<file path="src/rtl/cache_fill_arbiter.sv">
`default_nettype none
// ============================================================================
// Module   : cache_fill_arbiter
// Brief    : Round-robin front end for cache_ro: one lookup per request, miss
//            fill over an Avalon-MM read master, saturating hit/miss counters.
// Revision : 1.0
// ============================================================================
module cache_fill_arbiter #(
    parameter int SIZE_BLOCK = 32,
    parameter int BIT_TOTAL  = 24,
    parameter int NREQ       = 2,
    parameter int CNT_W      = 32,
    localparam int IDW       = (NREQ > 1) ? $clog2(NREQ) : 1
) (
    input  logic                      clk,
    input  logic                      rst,
    input  logic [NREQ-1:0]           req_valid,
    output logic [NREQ-1:0]           req_ready,
    input  logic [NREQ*BIT_TOTAL-1:0] req_addr,
    output logic                      rsp_valid,
    output logic [IDW-1:0]            rsp_id,
    output logic [SIZE_BLOCK-1:0]     rsp_data,
    input  logic                      rsp_ready,
    output logic                      c_en,
    output logic                      c_wrt,
    output logic [BIT_TOTAL-1:0]      c_addr,
    output logic [SIZE_BLOCK-1:0]     c_wdata,
    input  logic [SIZE_BLOCK-1:0]     c_rdata,
    input  logic                      c_success,
    output logic                      mem_read,
    output logic [BIT_TOTAL-1:0]      mem_addr,
    input  logic                      mem_waitrequest,
    input  logic [SIZE_BLOCK-1:0]     mem_readdata,
    input  logic                      mem_readdatavalid,
    output logic [CNT_W-1:0]          hit_cnt,
    output logic [CNT_W-1:0]          miss_cnt
);

    typedef enum logic [2:0] {
        S_IDLE     = 3'd0,
        S_LOOKUP   = 3'd1,
        S_CHECK    = 3'd2,
        S_MEM_REQ  = 3'd3,
        S_MEM_WAIT = 3'd4,
        S_FILL     = 3'd5,
        S_RESP     = 3'd6
    } state_t;

    state_t                r_state;
    state_t                w_next;
    logic [IDW-1:0]        r_last;
    logic [IDW-1:0]        r_id;
    logic [BIT_TOTAL-1:0]  r_addr;
    logic [SIZE_BLOCK-1:0] r_data;
    logic [CNT_W-1:0]      r_hit_cnt;
    logic [CNT_W-1:0]      r_miss_cnt;
    logic                  w_grant_found;
    logic [IDW-1:0]        w_grant_id;
    logic [IDW:0]          w_scan;
    logic [BIT_TOTAL-1:0]  w_grant_addr;

    // Scan last+1 .. last+NREQ modulo NREQ; first pending requester wins.
    always_comb begin : p_grant
        w_grant_found = 1'b0;
        w_grant_id    = '0;
        w_scan        = '0;
        for (int k = 1; k <= NREQ; k++) begin
            w_scan = {1'b0, r_last} + (IDW+1)'(k);
            if (w_scan >= (IDW+1)'(NREQ)) begin
                w_scan = w_scan - (IDW+1)'(NREQ);
            end
            if (!w_grant_found && req_valid[w_scan[IDW-1:0]]) begin
                w_grant_found = 1'b1;
                w_grant_id    = w_scan[IDW-1:0];
            end
        end
    end

    always_comb begin : p_addr_mux
        w_grant_addr = '0;
        for (int k = 0; k < NREQ; k++) begin
            if (w_grant_id == IDW'(k)) begin
                w_grant_addr = req_addr[k*BIT_TOTAL +: BIT_TOTAL];
            end
        end
    end

    always_ff @(posedge clk) begin : p_state
        if (rst) begin
            r_state <= S_IDLE;
        end else begin
            r_state <= w_next;
        end
    end

    always_comb begin : p_fsm
        w_next    = r_state;
        req_ready = '0;
        c_en      = 1'b0;
        c_wrt     = 1'b0;
        mem_read  = 1'b0;
        rsp_valid = 1'b0;
        case (r_state)
            S_IDLE: begin
                if (w_grant_found) begin
                    req_ready = {{(NREQ-1){1'b0}}, 1'b1} << w_grant_id;
                    w_next    = S_LOOKUP;
                end
            end
            S_LOOKUP: begin
                c_en   = 1'b1;
                w_next = S_CHECK;
            end
            S_CHECK: begin
                w_next = c_success ? S_RESP : S_MEM_REQ;
            end
            S_MEM_REQ: begin
                mem_read = 1'b1;
                if (!mem_waitrequest) begin
                    w_next = S_MEM_WAIT;
                end
            end
            S_MEM_WAIT: begin
                if (mem_readdatavalid) begin
                    w_next = S_FILL;
                end
            end
            S_FILL: begin
                c_en   = 1'b1;
                c_wrt  = 1'b1;
                w_next = S_RESP;
            end
            S_RESP: begin
                rsp_valid = 1'b1;
                if (rsp_ready) begin
                    w_next = S_IDLE;
                end
            end
            default: w_next = S_IDLE;
        endcase
    end

    always_ff @(posedge clk) begin : p_datapath
        if (rst) begin
            r_last     <= IDW'(NREQ - 1);
            r_id       <= '0;
            r_addr     <= '0;
            r_data     <= '0;
            r_hit_cnt  <= '0;
            r_miss_cnt <= '0;
        end else begin
            case (r_state)
                S_IDLE: begin
                    if (w_grant_found) begin
                        r_last <= w_grant_id;
                        r_id   <= w_grant_id;
                        r_addr <= w_grant_addr;
                    end
                end
                S_CHECK: begin
                    if (c_success) begin
                        r_data <= c_rdata;
                        if (r_hit_cnt != '1) begin
                            r_hit_cnt <= r_hit_cnt + CNT_W'(1);
                        end
                    end else if (r_miss_cnt != '1) begin
                        r_miss_cnt <= r_miss_cnt + CNT_W'(1);
                    end
                end
                S_MEM_WAIT: begin
                    if (mem_readdatavalid) begin
                        r_data <= mem_readdata;
                    end
                end
                default: ;
            endcase
        end
    end

    // Data outputs are forced to zero outside the states that own them.
    assign c_addr   = c_en      ? r_addr : '0;
    assign c_wdata  = c_wrt     ? r_data : '0;
    assign mem_addr = mem_read  ? r_addr : '0;
    assign rsp_id   = rsp_valid ? r_id   : '0;
    assign rsp_data = rsp_valid ? r_data : '0;
    assign hit_cnt  = r_hit_cnt;
    assign miss_cnt = r_miss_cnt;

endmodule
`default_nettype wire

</file>
<file path="config.mk">
export PLATFORM = sky130hd
export DESIGN_NAME = cache_fill_arbiter
export DESIGN_NICKNAME = d
export VERILOG_FILES = /design/src/rtl/cache_fill_arbiter.sv
export SDC_FILE = /design/constraint.sdc
export NUM_CORES = 1
export LEC_CHECK = 0
export ABC_AREA = 0
export CAP_MARGIN = 20
export CORE_ASPECT_RATIO = 1.1
export CORE_UTILIZATION = 38
export CTS_CLUSTER_DIAMETER = 200
export DETAILED_ROUTE_END_ITERATION = 8
export PLACE_DENSITY = 0.77
export RECOVER_POWER = 100
export SYNTH_ARGS = -nofsm -noshare
export SYNTH_HDL_FRONTEND = slang
export SYNTH_SLANG_ARGS = --single-unit
</file>
<file path="constraint.sdc">
create_clock -name clk -period 2.5 [get_ports clk]
set_clock_uncertainty 0.2 [all_clocks]
set_input_delay 0.375 -clock clk [delete_from_list [all_inputs] [get_ports clk]]
set_output_delay 0.375 -clock clk [all_outputs]
set_load 0.01 [all_outputs]
</file>
# After elaboration in Yosys (flattened, before gate mapping)
# Index checks and enable logic that the tools add are counted.
[op_classes]
bitwise = 1
n_reduce_logical = 10
eq_ne = 13
muxes = 31
order_cmp = 4
mul = 0
div_mod_pow = 0
n_shift = 1
add_sub_neg = 6
[ops]
columns = ["operator", "count"]
rows = [
  ["2-to-1 mux 32 bit", 4],
  ["2-to-1 mux 24 bit", 3],
  ["adder 32 x 1 -> 32 bit, second input constant", 2],
  ["inequality test 32 bit, second input constant", 2],
  ["case mux 32 bit (2 select lines)", 1],
  ["case mux 3 bit (7 select lines)", 1],
  ["2-to-1 mux 1 bit", 15],
  ["2-to-1 mux 3 bit", 5],
  ["inequality test 2 bit, second input constant", 5],
  ["equality test 3 bit, second input constant", 3],
  ["AND reduction 3 bit", 3],
  ["equality test 3 x 2 -> 1 bit, second input constant", 2],
  [">= comparator 2 bit, second input constant", 2],
  ["< comparator 1 x 2 -> 1 bit, second input constant", 2],
  ["2-to-1 mux 2 bit", 2],
  ["AND reduction 4 bit", 1],
  ["equality test 3 x 1 -> 1 bit, second input constant", 1],
  ["logical NOT 3 bit", 1],
  ["adder 1 x 1 -> 2 bit, second input constant", 1],
  ["adder 1 x 2 -> 2 bit, second input constant", 1],
  ["AND reduction 2 bit", 1],
  ["nonzero test 2 bit", 1],
  ["OR reduction 2 bit", 1],
  ["left shift 1 x 1 -> 2 bit, first input constant", 1],
  ["4 further kinds", 5],
]
[word_totals]
mem_count = 0
out_inout_bits = 183
ramBits = 0
wordCells = 73
romBits = 0
latch_bits = 0
reg_bits = 125

# Logic depth before layout (Yosys ltp)
[depth]
depth_word = 12
mapped_depth = 8
mapped_depth_nobuf = 6

# Worst setup path before layout
# No wires, ideal clock.
[synth_timing]
path_kind = "register to register"
startpoint = "reg r_hit_cnt[20] (netlist: hit_cnt[20])"
endpoint = "reg r_hit_cnt[1] (netlist: hit_cnt[1])"
path_slack_ns = -0.082
setup_ns = 0.115
required_time_ns = 2.185
arrival_time_ns = 2.267
synth_period_minus_slack_ns = 2.582
stages_incl_launch_ff = 8
path_cell_list = "dfxtp_1 -> nand3_1 -> or4_1 -> nor4_4 -> buf_2 -> buf_4 -> nor3b_1 -> o21ba_2"
[synth_via]
elab_chain_len = 2
[synth_lines]
columns = ["item", "line_no", "rtl"]
rows = [
  ["start: declaration", "55", "logic [CNT_W-1:0] r_hit_cnt;"],
  ["start signal: assignment", "164", "r_hit_cnt <= r_hit_cnt + CNT_W'(1);"],
  ["inequality test 32 bit", "163", "if (r_hit_cnt != '1) begin"],
  ["AND reduction 3 bit (no line)", "n/a", ""],
]
# Every way passes these cells.
# A chain may end at the register's enable or synchronous reset.

# Worst setup path after layout
[layout_timing]
startpoint = "reg r_state[2]"
endpoint = "reg r_miss_cnt[20] (netlist: miss_cnt[20])"
[layout_via]
elab_chain_len = 2
[layout_lines]
columns = ["item", "line_no", "rtl"]
rows = [
  ["start: declaration", "49", "state_t r_state;"],
  ["start signal: assignment", "92", "r_state <= w_next;"],
  ["equality test 3 x 2 -> 1 bit", "152", "case (r_state)"],
  ["AND reduction 3 bit (no line)", "n/a", ""],
  ["end signal: assignment", "167", "r_miss_cnt <= r_miss_cnt + CNT_W'(1);"],
  ["end: declaration", "56", "logic [CNT_W-1:0] r_miss_cnt;"],
]
# Every way passes these cells.

==> results.tsv <==
stage	metric	value	unit
timing	setup_violations	2	
critical_path	critical_path.top_delay_family	simple AND/OR/NAND/NOR gates	
timing	layout_setup_ws	-0.0135	ns
cells_and_area	antenna_cells	0	
critical_path	path_max_fanout	5	
critical_path	worstPathCellList	or4b_4 > or2_4 > buf_4 > or4b_4 > or3_1 > a21oi_1	
critical_path	r2r_end	miss_cnt[20]$_SDFFE_PP0P_	
yosys	synth_cell_types	56	
clocking	cts_tree	built	
yosys	netlist_area	0.00667	mm²
timing	fin_crit	2.51	ns
timing	relSlewSlack	0.458	
yosys	syn_inst	806	
detailed_routing	drtPass1Iterations	7	
power	p_per_area	537	mW/mm²
detailed_routing	vias_per_cell	5.45	
critical_path	critPathMaxStageDelay	0.56	ns
global_route	grt_pass1_wl	37.3	mm
global_route	grt_usage	0.263	
timing	slew_viol_final	0	
cells_and_area	final_cells	1388	
power	seqPwrFrac	0.376	
critical_path	crit_slowest_cell	or4b_4	
critical_path	required	2.65	ns
detailed_routing	remaining_drc_errors	0	
cells_and_area	fillers	1482	
place	io_buffers	302	
clocking	cts_buffers	17	
critical_path	cp-end-kind	flip-flop	
global_route	gr-total-overflow	0	
global_route	grt_max_degree	77	
critical_path	critPathCapture	miss_cnt[20]$_SDFFE_PP0P_	
yosys	syn_nets	928	
cells_and_area	final_nets	1263	
floorplan	core	0.0171	mm²
clocking	root_buffer	clkbuf_16	
global_route	grt_pass1_vias	7182	
critical_path	worst_r2r_path_depth	6	
hold_path	hp-class	reg -> reg	
timing	post-route-period-util	1.01	
critical_path	r2r_slack	-0.01	ns
timing	rsz0062_at_grt	yes	
clocking	clockBufferDepth	2	
power	pwr-share-clk	0.445	
global_route	antenna_found_initial	1	
place	dp.cells	1347	
critical_path	crit_cells	6	
power	peakVddDrop	0.000476	V
critical_path	arrival	2.66	ns
critical_path	start_kind	flip-flop	
timing	hold_viol_final	0	
detailed_routing	drt-total-wl	23.9	mm
floorplan	num_rows	50	
power	switchingPower	0.00157	W
status	failed_checks	setup timing	
cells_and_area	syn_to_final_growth	65.9	%
floorplan	start_util	0.390	
critical_path	startpoint	r_state[2]$_SDFFE_PP0P_	
yosys	ys_async_sr_fraction	0	
yosys	avgSynthCellArea	8.27	µm²
yosys	ys_warn_count	0	
floorplan	io_pins	303	
critical_path	rr_startpoint	r_state[2]$_SDFFE_PP0P_	
critical_path	cp_common_cell	or4b_4	
clocking	cts_sinks	125	
power	leakage	4.73	nW
place	gp_congestion	0.855	
power	p_int	0.00437	W
yosys	synthFlopType	dfxtp_1	
critical_path	path_class	reg -> reg	
detailed_routing	vias	7563	
place	dpl.hpwl	17.0	mm
clocking	clk_latency	0.42	ns
clocking	htreeDepth	4	
clocking	holdBufCountCts	0	
detailed_routing	drtAntennaViolNets	0	
floorplan	die_x	128	µm
yosys	seq_area_frac_synth	0.375	
clocking	cts.clk_slew.worst_paths	0.06	ns
cells_and_area	fin_area	0.0111	mm²
timing	worst_slew_pin_slew	0.813	ns
power	swShare	0.264	
detailed_routing	drt_iter0_drc	387	
floorplan	die-area	0.0181	mm²
power	pwr-share-comb	0.178	
yosys	synth_edf_count	0	
yosys	synth_seq_cells	125	
detailed_routing	wl_per_cell	17.2	µm
timing	fmax	0.398	GHz
critical_path	critPathBufInv	1	
status	outcome	complete, but fails checks	
flow_run	maxCapViolations	0	
cells_and_area	drive_gt1_frac	0.137	
place	place_area	0.0104	mm²
cells_and_area	utilization	0.647	
floorplan	die_h	141	µm
state kept, by name (all words and copies together) (netlist names):
register / cells
r_id: 1
hit_cnt: 32
r_data: 32
r_state: 3
r_last: 1
r_addr: 24
miss_cnt: 32
cell usage after synthesis (all sizes together) (2+ instances only):
cell    number  share of area
a211o        2         0.0026
xnor2        9          0.012
o31ai       18          0.020
mux2i       38          0.057
nand3b       2         0.0023
and3b        2         0.0026
nor4        11          0.014
and2        84          0.079
and4         5         0.0066
nand2b       3         0.0028
nor2b       11          0.010
buf          8         0.0073
or4         23          0.026
ha           2         0.0038
or2          2         0.0019
nand3       22          0.017
nor2        92          0.052
and3        37          0.035
or3         27          0.025
a21oi       51          0.038
dfxtp      125           0.38
o21ba        2         0.0030
nand2       30          0.017
nor3         9         0.0068
a222oi      20          0.030
a211oi      37          0.042
or4b         3         0.0051
mux2         7          0.012
inv          3         0.0017
nand4       21          0.021
o21ai       25          0.019
clkbuf      59          0.033
nor3b        3         0.0034
cells by family (layout without fill, tap and decap cells):
family,Yosys count,in the layout,synth area share
xor+xnor,10,10,0.0131
simple gates,390,391,0.330
mux,45,45,0.0689
buf+inv,70,417,0.0422
flops,125,125,0.375
compound gates,164,164,0.166
fa+ha+maj,2,2,0.00375
how the worst min path moves through the flow:
stage	end	slack [ns]	from	cells past startpoint
floorplan	r_last$_SDFFE_PP1P_	0.24	r_last$_SDFFE_PP1P_	1
global placement	r_last$_SDFFE_PP1P_	0.25	r_last$_SDFFE_PP1P_	1
detailed placement	r_last$_SDFFE_PP1P_	0.25	r_last$_SDFFE_PP1P_	1
CTS	r_last$_SDFFE_PP1P_	0.26	r_last$_SDFFE_PP1P_	1
global route	r_last$_SDFFE_PP1P_	0.30	r_last$_SDFFE_PP1P_	1
finish	r_last$_SDFFE_PP1P_	0.27	r_last$_SDFFE_PP1P_	1
metal layers:
layer	vias up	track usage	share of wire	routed length (µm)
li1	3645	-	-	-
met1	3573	0.309	0.40	9630
met2	291	0.447	0.49	11700
met3	52	0.0732	0.077	1840
met4	2	0.111	0.031	742
met5	-	0	0.00050	12
cell usage in the layout (no fill, tap or decap), types with 37 or more instances in the layout:
master	count
a21oi_1	48
nor2_1	92
mux2i_1	38
dfxtp_1	124
a211oi_1	37
clkdlybuf4s50_1	120
buf_4	60
dlygate4sd2_1	101
and2_1	81
dlygate4sd3_1	63
area by class of cell:
cell class | instances | area (µm²) | area share
clock buffers | 23 | 498 | 0.0450
clock inverters | 9 | 131 | 0.0119
inverters | 3 | 11.3 | 0.00102
multi-input cells | 612 | 4000 | 0.361
flip-flops and latches | 125 | 2500 | 0.226
well taps | 234 | 293 | 0.0265
repair buffers | 382 | 3620 | 0.328
metrics by stage:
| step | setup slack [ns] | setup TNS (ns) | hold slack, ns | total power, W |
|---|---|---|---|---|
| floorplan | -0.0461 | -0.160 | 0.236 | 0.00281 |
| global placement | -0.478 | -5.47 | 0.247 | 0.00333 |
| detailed placement | -0.530 | -7.36 | 0.252 | 0.00335 |
| CTS | -0.115 | -0.621 | 0.265 | 0.00598 |
| global route | -0.0684 | -0.444 | 0.301 | 0.00617 |
| finish | -0.0135 | -0.0157 | 0.265 | 0.00594 |
worst reg2reg max path, delay by kind of cell, from the launching register on:
family                 cells  cell delay (ns)
DFF                        1             0.32
and+or+nand+nor            4             1.65
AOI/OAI and AO/OA          1             0.14
buffers and inverters      1             0.13
power groups by stage:
stage	clock network, W	registers [W]	logic [W]
2_1_floorplan	0	0.00224	0.000575
3_3_place_gp	0	0.00227	0.00106
3_5_place_dp	0	0.00227	0.00108
4_1_cts	0.00267	0.00223	0.00107
5_1_grt	0.00276	0.00225	0.00116
6_report	0.00264	0.00223	0.00106
timing repair:
item | in CTS | in global routing
pin swaps | 7 | 5
cloned | 2 | 0
gates resized for setup | 153 | 26
endpoints found under the setup margin | 119 | 40
buffers inserted | 3 | 4
hold endpoints to repair | 0 | 0
No activity file was read; power rests on OpenSTA's default activity.
